## src/rtl/alu_operand_collect.sv

```systemverilog
`default_nettype none
// ============================================================================
// Module   : alu_operand_collect
// Purpose  : Single-entry operand collector ahead of the ALU. Accepts one
//            decoded operation, reads A/B (and optionally C/D) over two
//            register-file read ports, then presents the complete bundle to
//            the ALU under a valid/ready handshake.
// Options  : ALU_COLLECT_BYPASS_EN adds a write-back bypass (wb_* ports) that
//            overrides register-file data per operand on an address match.
// Revision : 1.0 - initial release
// ============================================================================
module alu_operand_collect #(
   parameter int DATA_W     = 32,
   parameter int REG_ADDR_W = 5
) (
   input  logic                  clk,
   input  logic                  rst,
   // upstream operation interface
   input  logic                  in_valid,
   output logic                  in_ready,
   input  logic [2:0]            in_op,
   input  logic                  in_floating,
   input  logic                  in_form,
   input  logic [1:0]            in_precision,
   input  logic                  in_use_cd,
   input  logic [REG_ADDR_W-1:0] in_ra,
   input  logic [REG_ADDR_W-1:0] in_rb,
   input  logic [REG_ADDR_W-1:0] in_rc,
   input  logic [REG_ADDR_W-1:0] in_rd,
   // register-file read ports (data returns combinationally)
   output logic [REG_ADDR_W-1:0] rf_raddr0,
   output logic [REG_ADDR_W-1:0] rf_raddr1,
   input  logic [DATA_W-1:0]     rf_rdata0,
   input  logic [DATA_W-1:0]     rf_rdata1,
`ifdef ALU_COLLECT_BYPASS_EN
   // write-back bypass
   input  logic                  wb_valid,
   input  logic [REG_ADDR_W-1:0] wb_addr,
   input  logic [DATA_W-1:0]     wb_data,
`endif
   // ALU bundle interface
   output logic                  out_valid,
   input  logic                  out_ready,
   output logic [2:0]            alu_op,
   output logic                  alu_floating,
   output logic                  alu_form,
   output logic [1:0]            alu_precision,
   output logic [DATA_W-1:0]     alu_A,
   output logic [DATA_W-1:0]     alu_B,
   output logic [DATA_W-1:0]     alu_C,
   output logic [DATA_W-1:0]     alu_D
);

   typedef enum logic [1:0] {
      ST_IDLE  = 2'd0,
      ST_RD_AB = 2'd1,
      ST_RD_CD = 2'd2,
      ST_HOLD  = 2'd3
   } state_t;

   state_t                r_state;
   state_t                w_next_state;
   logic                  w_accept;

   // latched request fields
   logic                  r_use_cd;
   logic [REG_ADDR_W-1:0] r_ra;
   logic [REG_ADDR_W-1:0] r_rb;
   logic [REG_ADDR_W-1:0] r_rc;
   logic [REG_ADDR_W-1:0] r_rd;

   // bundle registers
   logic [2:0]            r_op;
   logic                  r_floating;
   logic                  r_form;
   logic [1:0]            r_precision;
   logic [DATA_W-1:0]     r_a;
   logic [DATA_W-1:0]     r_b;
   logic [DATA_W-1:0]     r_c;
   logic [DATA_W-1:0]     r_d;

   // operand values to capture this cycle, after optional bypass
   logic [DATA_W-1:0]     w_opnd0;
   logic [DATA_W-1:0]     w_opnd1;

   assign w_accept = in_valid & in_ready;

   // State register; reset drops any operation in flight.
   always_ff @(posedge clk) begin
      if (rst) begin
         r_state <= ST_IDLE;
      end else begin
         r_state <= w_next_state;
      end
   end

   // Next-state, handshake and read-address decode.
   always_comb begin
      w_next_state = r_state;
      in_ready     = 1'b0;
      out_valid    = 1'b0;
      rf_raddr0    = '0;
      rf_raddr1    = '0;
      case (r_state)
         ST_IDLE: begin
            in_ready = 1'b1;
            if (in_valid) begin
               w_next_state = ST_RD_AB;
            end
         end
         ST_RD_AB: begin
            rf_raddr0    = r_ra;
            rf_raddr1    = r_rb;
            w_next_state = r_use_cd ? ST_RD_CD : ST_HOLD;
         end
         ST_RD_CD: begin
            rf_raddr0    = r_rc;
            rf_raddr1    = r_rd;
            w_next_state = ST_HOLD;
         end
         ST_HOLD: begin
            out_valid = 1'b1;
            // The slot frees the same cycle the ALU takes the bundle, so a
            // new operation can enter without a bubble in IDLE.
            in_ready  = out_ready;
            if (out_ready) begin
               w_next_state = in_valid ? ST_RD_AB : ST_IDLE;
            end
         end
         default: begin
            w_next_state = ST_IDLE;
         end
      endcase
   end

   // Per-port operand source: register file, or write-back data on a match.
   always_comb begin
      w_opnd0 = rf_rdata0;
      w_opnd1 = rf_rdata1;
`ifdef ALU_COLLECT_BYPASS_EN
      if (wb_valid && (wb_addr == rf_raddr0)) begin
         w_opnd0 = wb_data;
      end
      if (wb_valid && (wb_addr == rf_raddr1)) begin
         w_opnd1 = wb_data;
      end
`endif
   end

   // Request latch and operand capture.
   always_ff @(posedge clk) begin
      if (rst) begin
         r_use_cd    <= 1'b0;
         r_ra        <= '0;
         r_rb        <= '0;
         r_rc        <= '0;
         r_rd        <= '0;
         r_op        <= '0;
         r_floating  <= 1'b0;
         r_form      <= 1'b0;
         r_precision <= '0;
         r_a         <= '0;
         r_b         <= '0;
         r_c         <= '0;
         r_d         <= '0;
      end else begin
         if (w_accept) begin
            r_use_cd    <= in_use_cd;
            r_ra        <= in_ra;
            r_rb        <= in_rb;
            r_rc        <= in_rc;
            r_rd        <= in_rd;
            r_op        <= in_op;
            r_floating  <= in_floating;
            r_form      <= in_form;
            r_precision <= in_precision;
            // C/D stay zero for two-operand ops.
            r_c         <= '0;
            r_d         <= '0;
         end
         case (r_state)
            ST_RD_AB: begin
               r_a <= w_opnd0;
               r_b <= w_opnd1;
            end
            ST_RD_CD: begin
               r_c <= w_opnd0;
               r_d <= w_opnd1;
            end
            default: begin
            end
         endcase
      end
   end

   assign alu_op        = r_op;
   assign alu_floating  = r_floating;
   assign alu_form      = r_form;
   assign alu_precision = r_precision;
   assign alu_A         = r_a;
   assign alu_B         = r_b;
   assign alu_C         = r_c;
   assign alu_D         = r_d;

endmodule
`default_nettype wire

```

## config.mk

```make
export PLATFORM = sky130hd
export DESIGN_NAME = alu_operand_collect
export DESIGN_NICKNAME = d
export VERILOG_FILES = /design/src/rtl/alu_operand_collect.sv
export SDC_FILE = /design/constraint.sdc
export NUM_CORES = 1
export LEC_CHECK = 0
export BUFFER_PORTS_ARGS = -buffer_cell sky130_fd_sc_hd__buf_2
export CORE_MARGIN = 2
export CORE_UTILIZATION = 45
export CTS_CLUSTER_SIZE = 28
export DETAILED_ROUTE_END_ITERATION = 16
export GPL_TIMING_DRIVEN = 0
export HOLD_SLACK_MARGIN = 0.12
export PLACE_DENSITY = 0.89
export SLEW_MARGIN = 15
export SYNTH_ARGS = -nofsm -noshare
export SYNTH_HDL_FRONTEND = slang
export SYNTH_SLANG_ARGS = --single-unit
```

## constraint.sdc

```tcl
create_clock -name clk -period 1.5 [get_ports clk]
set_input_delay 0.075 -clock clk [delete_from_list [all_inputs] [get_ports clk]]
set_output_delay 0.075 -clock clk [all_outputs]
set_load 0.05 [all_outputs]
```

# Word-level counts from Yosys, hierarchy flattened
# Cells that the tools add are included.
dict set report op_classes {
  n_mux 12
  order_cmp 0
  mul 0
  div 0
  n_shift 0
  n_reduce_logical 3
  addsub 0
  bitwise 1
  n_eq_ne 5
}
# cell n
set op_table {}
lappend op_table {{two-way mux 32 bit} 3}
lappend op_table {{case mux 5 bit (2 select lines)} 2}
lappend op_table {{case mux 2 bit (4 select lines)} 1}
lappend op_table {{== test 2 bit (second input constant)} 2}
lappend op_table {{two-way mux 2 bit} 2}
lappend op_table {{inequality test 2 bit (second input constant)} 2}
lappend op_table {{two-way mux 1 bit} 3}
lappend op_table {{== test 2 x 1 -> 1 bit (second input constant)} 1}
lappend op_table {{logical NOT 2 bit} 1}
lappend op_table {{case mux 1 bit (2 select lines)} 1}
lappend op_table {{AND reduction 2 bit} 1}
lappend op_table {{nonzero test 2 bit} 1}
lappend op_table {{AND 1 bit} 1}
dict set report word_totals {
  ramBits 0
  rom_bits 0
  in_bits 96
  memories 0
  latch_bits 0
  regBits 158
  output_inout_bits 147
  word_cells 35
}

# Longest topological paths before layout
# Gate-level depths: netlist (run 1).
dict set report logic_depth {
  depth_word 5
  mapped_depth 7
  depth_no_buf 5
}

# Worst setup path before layout (run 1)
# No wires, ideal clock.
dict set report synth_path {
  kind {flip-flop to output port}
  startpoint {register r_state[1]}
  endpoint {output port rf_raddr0[4]}
  path_stages_with_launch 6
  n_path_buf 1
  t_required_ns 1.425
  slack_ns -0.352
  t_arrival_ns 1.777
  cell_sequence {dfxtp_1 > inv_1 > ha_1 > clkbuf_1 > a22oi_1 > nor2b_1}
}
dict set report synth_via {
  elab_chain_cells 2
  word_cells_on_any_way 3
  cone_classes {eq/ne: 2; mux: 1}
}
# element line
set synth_lines {}
lappend synth_lines {{start: declaration} 61} ;# state_t r_state;
lappend synth_lines {{start signal: assignment} 93} ;# r_state <= w_next_state;
lappend synth_lines {{== test 2 bit / == test 2 x 1 -> 1 bit (equally long branches)} 104} ;# case (r_state)
lappend synth_lines {{case mux 5 bit (2 select lines) *} 104}
lappend synth_lines {{end: declaration} 31} ;# output logic [REG_ADDR_W-1:0] rf_raddr0,
# Every way passes the cells marked *; elsewhere a longest branch is shown, timed or not.

# Final worst setup path (run 1)
dict set report layout_path {
  startpoint {register r_state[0]}
  endpoint {output port rf_raddr0[3]}
}
# Same word-level chain as after synthesis.

==> summary.md, run 1 <==
| Metric | Value |
|---|---|
| CP max FO | `7` |
| Share of layout cells above drive strength 1 | `0.457` |
| Max-slew violations | `0` |
| Worst Setup EP | `rf_raddr0[3]` |
| Final WL | `23.6 mm` |
| Flop2flop setup slack | `-220 ps` |
| Largest net degree at the start of global routing | `17` |
| Layout area overhead | `66.8%` |
| Period Utilization, post-route | `1.15` |
| Routed len/inst | `18.9 µm` |
| Vias per cell | `5.36` |
| CTS tree | `yes` |
| Critical Path RT | `1420 ps` |
| Maximum buffer depth of the clock tree | `2` |
| Top cell type by total area after synthesis | `dfxtp_1` |
| Post-DP HPWL | `13.0 mm` |
| First-pass iteration count of the detailed router | `4` |
| Gpl congestion | `0.867` |
| Crit. End Element | `output pin` |
| Hold Vio Cnt, Final | `0` |
| Worst slew pin tran | `386 ps` |
| Worst setup path startpoint | `r_state[0]` |
| Mean Syn Cell Area | `9.91 µm²` |
| Core area | `14400 µm²` |
| Post-synth EDFFs | `0` |
| 1st-iter DRT viols | `331` |
| Violated checks | `setup timing` |
| Worst-skew pair later-pin latency | `410 ps` |
| H-tree Lvls | `4` |
| Reg-to-reg critical path startpoint | `r_state[0]` |
| First-pass GRT wire length | `34.7 mm` |
| Setup TNS | `-13570 ps` |
| TritonCTS buffer count | `17` |
| Final setup fails | `104` |
| WS Path Type | `reg2out` |
| Syn nets | `764` |
| Clock slew at reported path FFs | `60 ps` |
| Ys Warns | `0` |
| Vias in the first global route | `6643` |
| Vert. Die Dim | `125 µm` |
| Die Area | `15600 µm²` |
| Vias | `6708` |
| Clk sinks | `158` |
| Distinct cells, synth | `24` |
| Synthesized flop and latch total | `158` |
| Cell area after synthesis | `6570 µm²` |
| Run status | `finished, violations left` |
| Width of the die | `125 µm` |
| Io pins | `243` |
| GRT Total Usage | `0.276` |
| DP Area | `8100 µm²` |
| Unrepaired setup endpoints after global routing | `true` |
| Synth top area cells | `dfxtp_1, mux2i_1, nand2b_1` |
| FMAX | `0.578 GHz` |
| Top-area cell type share of the netlist area | `0.482` |
| Row count | `44` |
| Finished Cell Area | `11000 µm²` |
| Worst r2r dst | `alu_C[29]` |
| Slew headroom | `0.743` |
| Worst hold path class | `in2reg` |
| Drt drc | `0` |
| Crit path launch type | `register` |
| Top_reg_cell synth | `dfxtp_1` |
| Post-synthesis instance total | `663` |
| Critical path arrival | `1660 ps` |
| Final min period | `1730 ps` |
| Final Power | `0.0229 W` |
| Number of port buffers | `241` |
| Worst VDD drop | `1.20 mV` |
| Seq/Total Area, Yosys | `0.482` |
| Grt ovf | `0` |
| Final WS setup | `-230 ps` |
| Static Leak | `4.73 nW` |
| Initial core utilization | `0.455` |
| Post-layout net count | `1155` |
| PD cells | `2090 nW/µm²` |
| Root buf cell | `clkbuf_16` |
| Max Clock Skew | `6.68 ps` |
| Synth async-reset ratio | `0` |
| Max Cap Viol | `0` |
| Initial antenna violation count | `1` |
| ANT nets after route | `0` |
| Worst-case reg-to-reg path depth | `8` |
## stage by stage
step | hold WS, ps | std cells | worst slack, ps | utilization
2_1_floorplan | 222 | 663 | -78.3 | -
3_3_place_gp | 327 | 1088 | -377 | 0.561
3_5_place_dp | 336 | 1088 | -415 | 0.561
4_1_cts | 120 | 1245 | -261 | 0.725
5_1_grt | 168 | 1251 | -278 | 0.760
6_report | 145 | 1251 | -230 | 0.760
## cell usage after synthesis, types with 10 or more instances
master / number
dfxtp_1: 158
mux2i_1: 92
nor2_1: 65
nand2_1: 64
nand2b_1: 57
o22ai_1: 53
or3b_2: 33
buf_2: 32
or3b_1: 32
clkbuf_1: 16
nor2b_1: 12
o22ai_2: 11
a22oi_1: 10
## where the power goes
part / internal (W) / leakage [nW] / switching, W / total [W]
clock: 0.00254 / 0.277 / 0.00173 / 0.00427
sequential: 0.00522 / 1.29 / 0.000601 / 0.00582
combinational: 0.00554 / 3.16 / 0.00725 / 0.0128
## sequential cells by signal (all words and copies together) (netlist names)
signal,cells
alu_A,32
r_rd,5
r_ra,5
alu_floating,1
r_use_cd,1
r_rb,5
alu_op,3
alu_C,32
alu_D,32
alu_precision,2
r_rc,5
alu_form,1
r_state,2
alu_B,32
## layout make-up
type,count,area [µm²]
Multi-Input combinational cell,442,3600
Fill cell,858,3470
Sequential cell,158,3170
Timing Repair Buffer,374,2750
Buffer,59,614
Clock buffer,22,464
Tap cell,184,230
Clock inverter,9,111
Inverter,2,12.5
Antenna cell,1,2.50
## what timing repair did
action                                  4_1_cts  5_1_grt
resized for setup                           142       94
cloned                                        7        5
hold buffers                                 94        0
setup buffers                                25        5
hold endpoints to repair                    158        0
pin swaps                                    89       31
endpoints found under the setup margin      154      163
## cells in the final DEF, fill, tap and decap left out, types with 2 or more instances in the layout
master | Yosys | final
dfxtp_1 | 158 | 156
bufinv_16 | 0 | 2
clkbuf_8 | 0 | 5
o22ai_4 | 0 | 4
nand2b_1 | 57 | 57
or3b_2 | 33 | 29
o21ai_0 | 2 | 2
clkinvlp_4 | 0 | 2
clkbuf_16 | 0 | 23
dfxtp_4 | 0 | 2
dlygate4sd3_1 | 0 | 94
ha_4 | 0 | 4
buf_6 | 4 | 25
buf_12 | 0 | 17
clkbuf_1 | 16 | 13
or3b_4 | 0 | 12
o22ai_2 | 11 | 44
inv_4 | 0 | 2
buf_2 | 32 | 246
buf_4 | 7 | 19
mux2i_1 | 92 | 85
or3b_1 | 32 | 24
nand2_1 | 64 | 64
buf_8 | 0 | 13
o22ai_1 | 53 | 16
nor2_1 | 65 | 64
clkinv_4 | 0 | 2
a22oi_2 | 0 | 10
mux2i_2 | 0 | 6
nor2b_4 | 0 | 10
clkinv_2 | 0 | 2
## worst max-delay path, cell delays in order (launching register included)
cell	delay, ps
dfxtp_4	360
buf_6	120
ha_4	170
clkbuf_16	160
a22oi_2	220
nor2b_4	60
buf_6	150
## layer usage
layer  part of all wire  vias to the layer above  global-route usage
met2               0.51                      299               0.478
li1                   -                     3078                   -
met4              0.034                        0               0.112
met3              0.055                       72              0.0610
met5                  0                        -                   0
met1               0.40                     3259               0.331
## cell families (layout without fill, tap and decap cells)
family          after synthesis  in the layout  synth area share
flops                       158            158             0.482
fa+ha+maj                     5              5           0.00952
buf+inv                      63            466            0.0510
other cells                   0              1                 0
mux                          92             92             0.140
compound gates               81             81            0.0897
simple gates                264            264             0.228
## worst min path at each step
stage / from / endpoint / cells after the start
6_report: out_ready / r_state[0] / 4
5_1_grt: out_ready / r_state[0] / 4
4_1_cts: rst / r_rd[3] / 3
3_5_place_dp: rf_rdata1[1] / alu_B[1] / 3
3_3_place_gp: rf_rdata0[27] / alu_A[27] / 3
2_1_floorplan: rf_rdata0[10] / alu_A[10] / 2
Note: power is estimated with default switching activity, not from simulation.
==> inputs of run 2 (changes only) <==
--- a/config.mk
+++ b/config.mk
@@ -12,6 +12,7 @@
 export DETAILED_ROUTE_END_ITERATION = 16
 export GPL_TIMING_DRIVEN = 0
 export HOLD_SLACK_MARGIN = 0.12
+export MAX_ROUTING_LAYER = met4
 export PLACE_DENSITY = 0.89
 export SLEW_MARGIN = 15
 export SYNTH_ARGS = -nofsm -noshare
==> run 2 against run 1 <==
Effect of this change: the run still ends with setup timing left; fmax rose by 0.14%; global-route usage increased by 0.85 points; register-to-register slack better by 20 ps; clock power about the same; first-iteration DRC count increased by 9.7%; critical path depth did not move; largest cell class unchanged.
==> summary.md, run 2 (synthesis results as in run 1) <==
| Metric | Value |
|---|---|
| Run status | `finished, violations left (unchanged)` |
| Violated checks | `setup timing (unchanged)` |
| Final Util | `0.759 (was 0.760)` |
| Final WS setup | `-228 ps (was -230 ps)` |
| Max-slew violations | `0 (unchanged)` |
| Static Leak | `4.73 nW (about the same)` |
| Vias per cell | `5.33 (was 5.36)` |
| Critical path arrival | `1650 ps (was 1660 ps)` |
| GRT Total Usage | `0.284 (was 0.276)` |
| Post-DP HPWL | `13.0 mm (unchanged)` |
| Width of the die | `125 µm (unchanged)` |
| Vert. Die Dim | `125 µm (unchanged)` |
| Slew headroom | `0.743 (about the same)` |
| Row count | `44 (unchanged)` |
| Worst-skew pair later-pin latency | `420 ps (was 410 ps)` |
| Clk sinks | `158 (unchanged)` |
| Gpl congestion | `0.881 (was 0.867)` |
| Worst slew pin tran | `385 ps (was 386 ps)` |
| Grt met1 use | `0.336 (was 0.331)` |
| Layer with the highest usage | `met2 (unchanged)` |
| First-pass GRT wire length | `34.8 mm (was 34.7 mm)` |
| Setup TNS | `-13920 ps (was -13570 ps)` |
| 1st-iter DRT viols | `363 (was 331)` |
| Layout area overhead | `66.7% (was 66.8%)` |
| Crit. End Element | `output pin (unchanged)` |
| Drt drc | `0 (unchanged)` |
| PD cells | `2090 nW/µm² (about the same)` |
| H-tree Lvls | `4 (unchanged)` |
| Root buf cell | `clkbuf_16 (unchanged)` |
| CP max FO | `7 (unchanged)` |
| Period Utilization, post-route | `1.15 (about the same)` |
| Final Power | `0.0229 W (about the same)` |
| First-pass iteration count of the detailed router | `6 (was 4)` |
| Max Cap Viol | `0 (unchanged)` |
| Io pins | `243 (unchanged)` |
| FMAX | `0.579 GHz (was 0.578 GHz)` |
| Initial core utilization | `0.455 (unchanged)` |
| Initial antenna violation count | `1 (unchanged)` |
| Final setup fails | `104 (unchanged)` |
| Routed len/inst | `18.7 µm (was 18.9 µm)` |
| Die Area | `15600 µm² (unchanged)` |
| Commonest non-fill, non-tap cell in the layout | `buf_2 (unchanged)` |
| Final min period | `1730 ps (about the same)` |
| CTS tree | `yes (unchanged)` |
| Critical Path RT | `1420 ps (about the same)` |
| Hold Vio Cnt, Final | `0 (unchanged)` |
| Number of port buffers | `241 (unchanged)` |
| Crit path launch type | `register (unchanged)` |
| ANT nets after route | `0 (unchanged)` |
| Worst hold path class | `in2reg (unchanged)` |
| TritonCTS buffer count | `17 (unchanged)` |
| Maximum buffer depth of the clock tree | `2 (unchanged)` |
| Clock slew at reported path FFs | `60 ps (about the same)` |
| M3 GR Usage | `0.0546 (was 0.0610)` |
| Core area | `14400 µm² (unchanged)` |
| Commonest cells after routing, fill and taps aside | `buf_2, dfxtp_1, dlygate4sd3_1, mux2i_1 (unchanged)` |
| Post-layout net count | `1157 (was 1155)` |
| Final WL | `23.5 mm (was 23.6 mm)` |
| Grt met2 use | `0.478 (about the same)` |
| Grt ovf | `0 (unchanged)` |
| WS Path Type | `reg2out (unchanged)` |
| Max Clock Skew | `7.27 ps (was 6.68 ps)` |
| Worst VDD drop | `1.19 mV (was 1.20 mV)` |
| Vias | `6681 (was 6708)` |
| Largest net degree at the start of global routing | `17 (unchanged)` |
| Unrepaired setup endpoints after global routing | `true (unchanged)` |
| Vias in the first global route | `6636 (was 6643)` |
| Share of layout cells above drive strength 1 | `0.457 (about the same)` |
run 2: cell type report:
class | count | area, µm²
inverter | 2 | 12.5
clock inverter | 9 | 111
tap | 184 | 230
antenna | 1 | 2.50
multi-input combinational | 442 | 3600
clock buffer | 22 | 464
fill | 859 | 3470
sequential | 158 | 3170
buffer | 59 | 616
timing repair buffer | 376 | 2750
run 2: path summary, 6_finish.rpt:
path / from / to / slack [ps] / cells past startpoint
max: r_state[0] / rf_raddr0[3] / -230 / 6
min reg2reg: alu_op[1] / alu_op[1] / 480 / 2
max reg2reg: r_state[0] / alu_C[29] / -200 / 8
min: out_ready / r_state[0] / 150 / 4
run 2: worst max-delay path, stage by stage, from the launching register on:
cell       delay [ps]
dfxtp_4           360
buf_6             120
ha_4              170
clkbuf_16         160
a22oi_2           220
nor2b_4            60
buf_6             150
run 2: routing by layer:
metal	wire length [µm]	vias to the layer above
met3	1150	72
met4	819	0
met5	0	-
met2	11900	291
met1	9580	3239
li1	-	3079
run 2: report_power, final:
part           switching, W  internal (W)  total, W
clock network       0.00176       0.00254   0.00430
registers          0.000598       0.00522   0.00582
logic               0.00724       0.00553    0.0128
run 2: timing repair:
action	4_1_cts	5_1_grt
gates cloned	7	5
endpoints found under the setup margin	154	163
buffers inserted	25	7
endpoints found under the hold margin	158	0
hold buffers	94	0
pin swaps	89	30
resized for setup	142	92
run 2: metrics by stage:
| stage | cell area, µm² | hold slack, ps | std cells | setup WS [ps] |
|---|---|---|---|---|
| finish | 11000 | 145 | 1253 | -228 |
| global route | 11000 | 154 | 1253 | -277 |
| CTS | 10500 | 120 | 1245 | -261 |
| detailed placement | 8100 | 336 | 1088 | -415 |
| global placement | 8100 | 327 | 1088 | -377 |
| floorplan | 6660 | 222 | 663 | -78.3 |
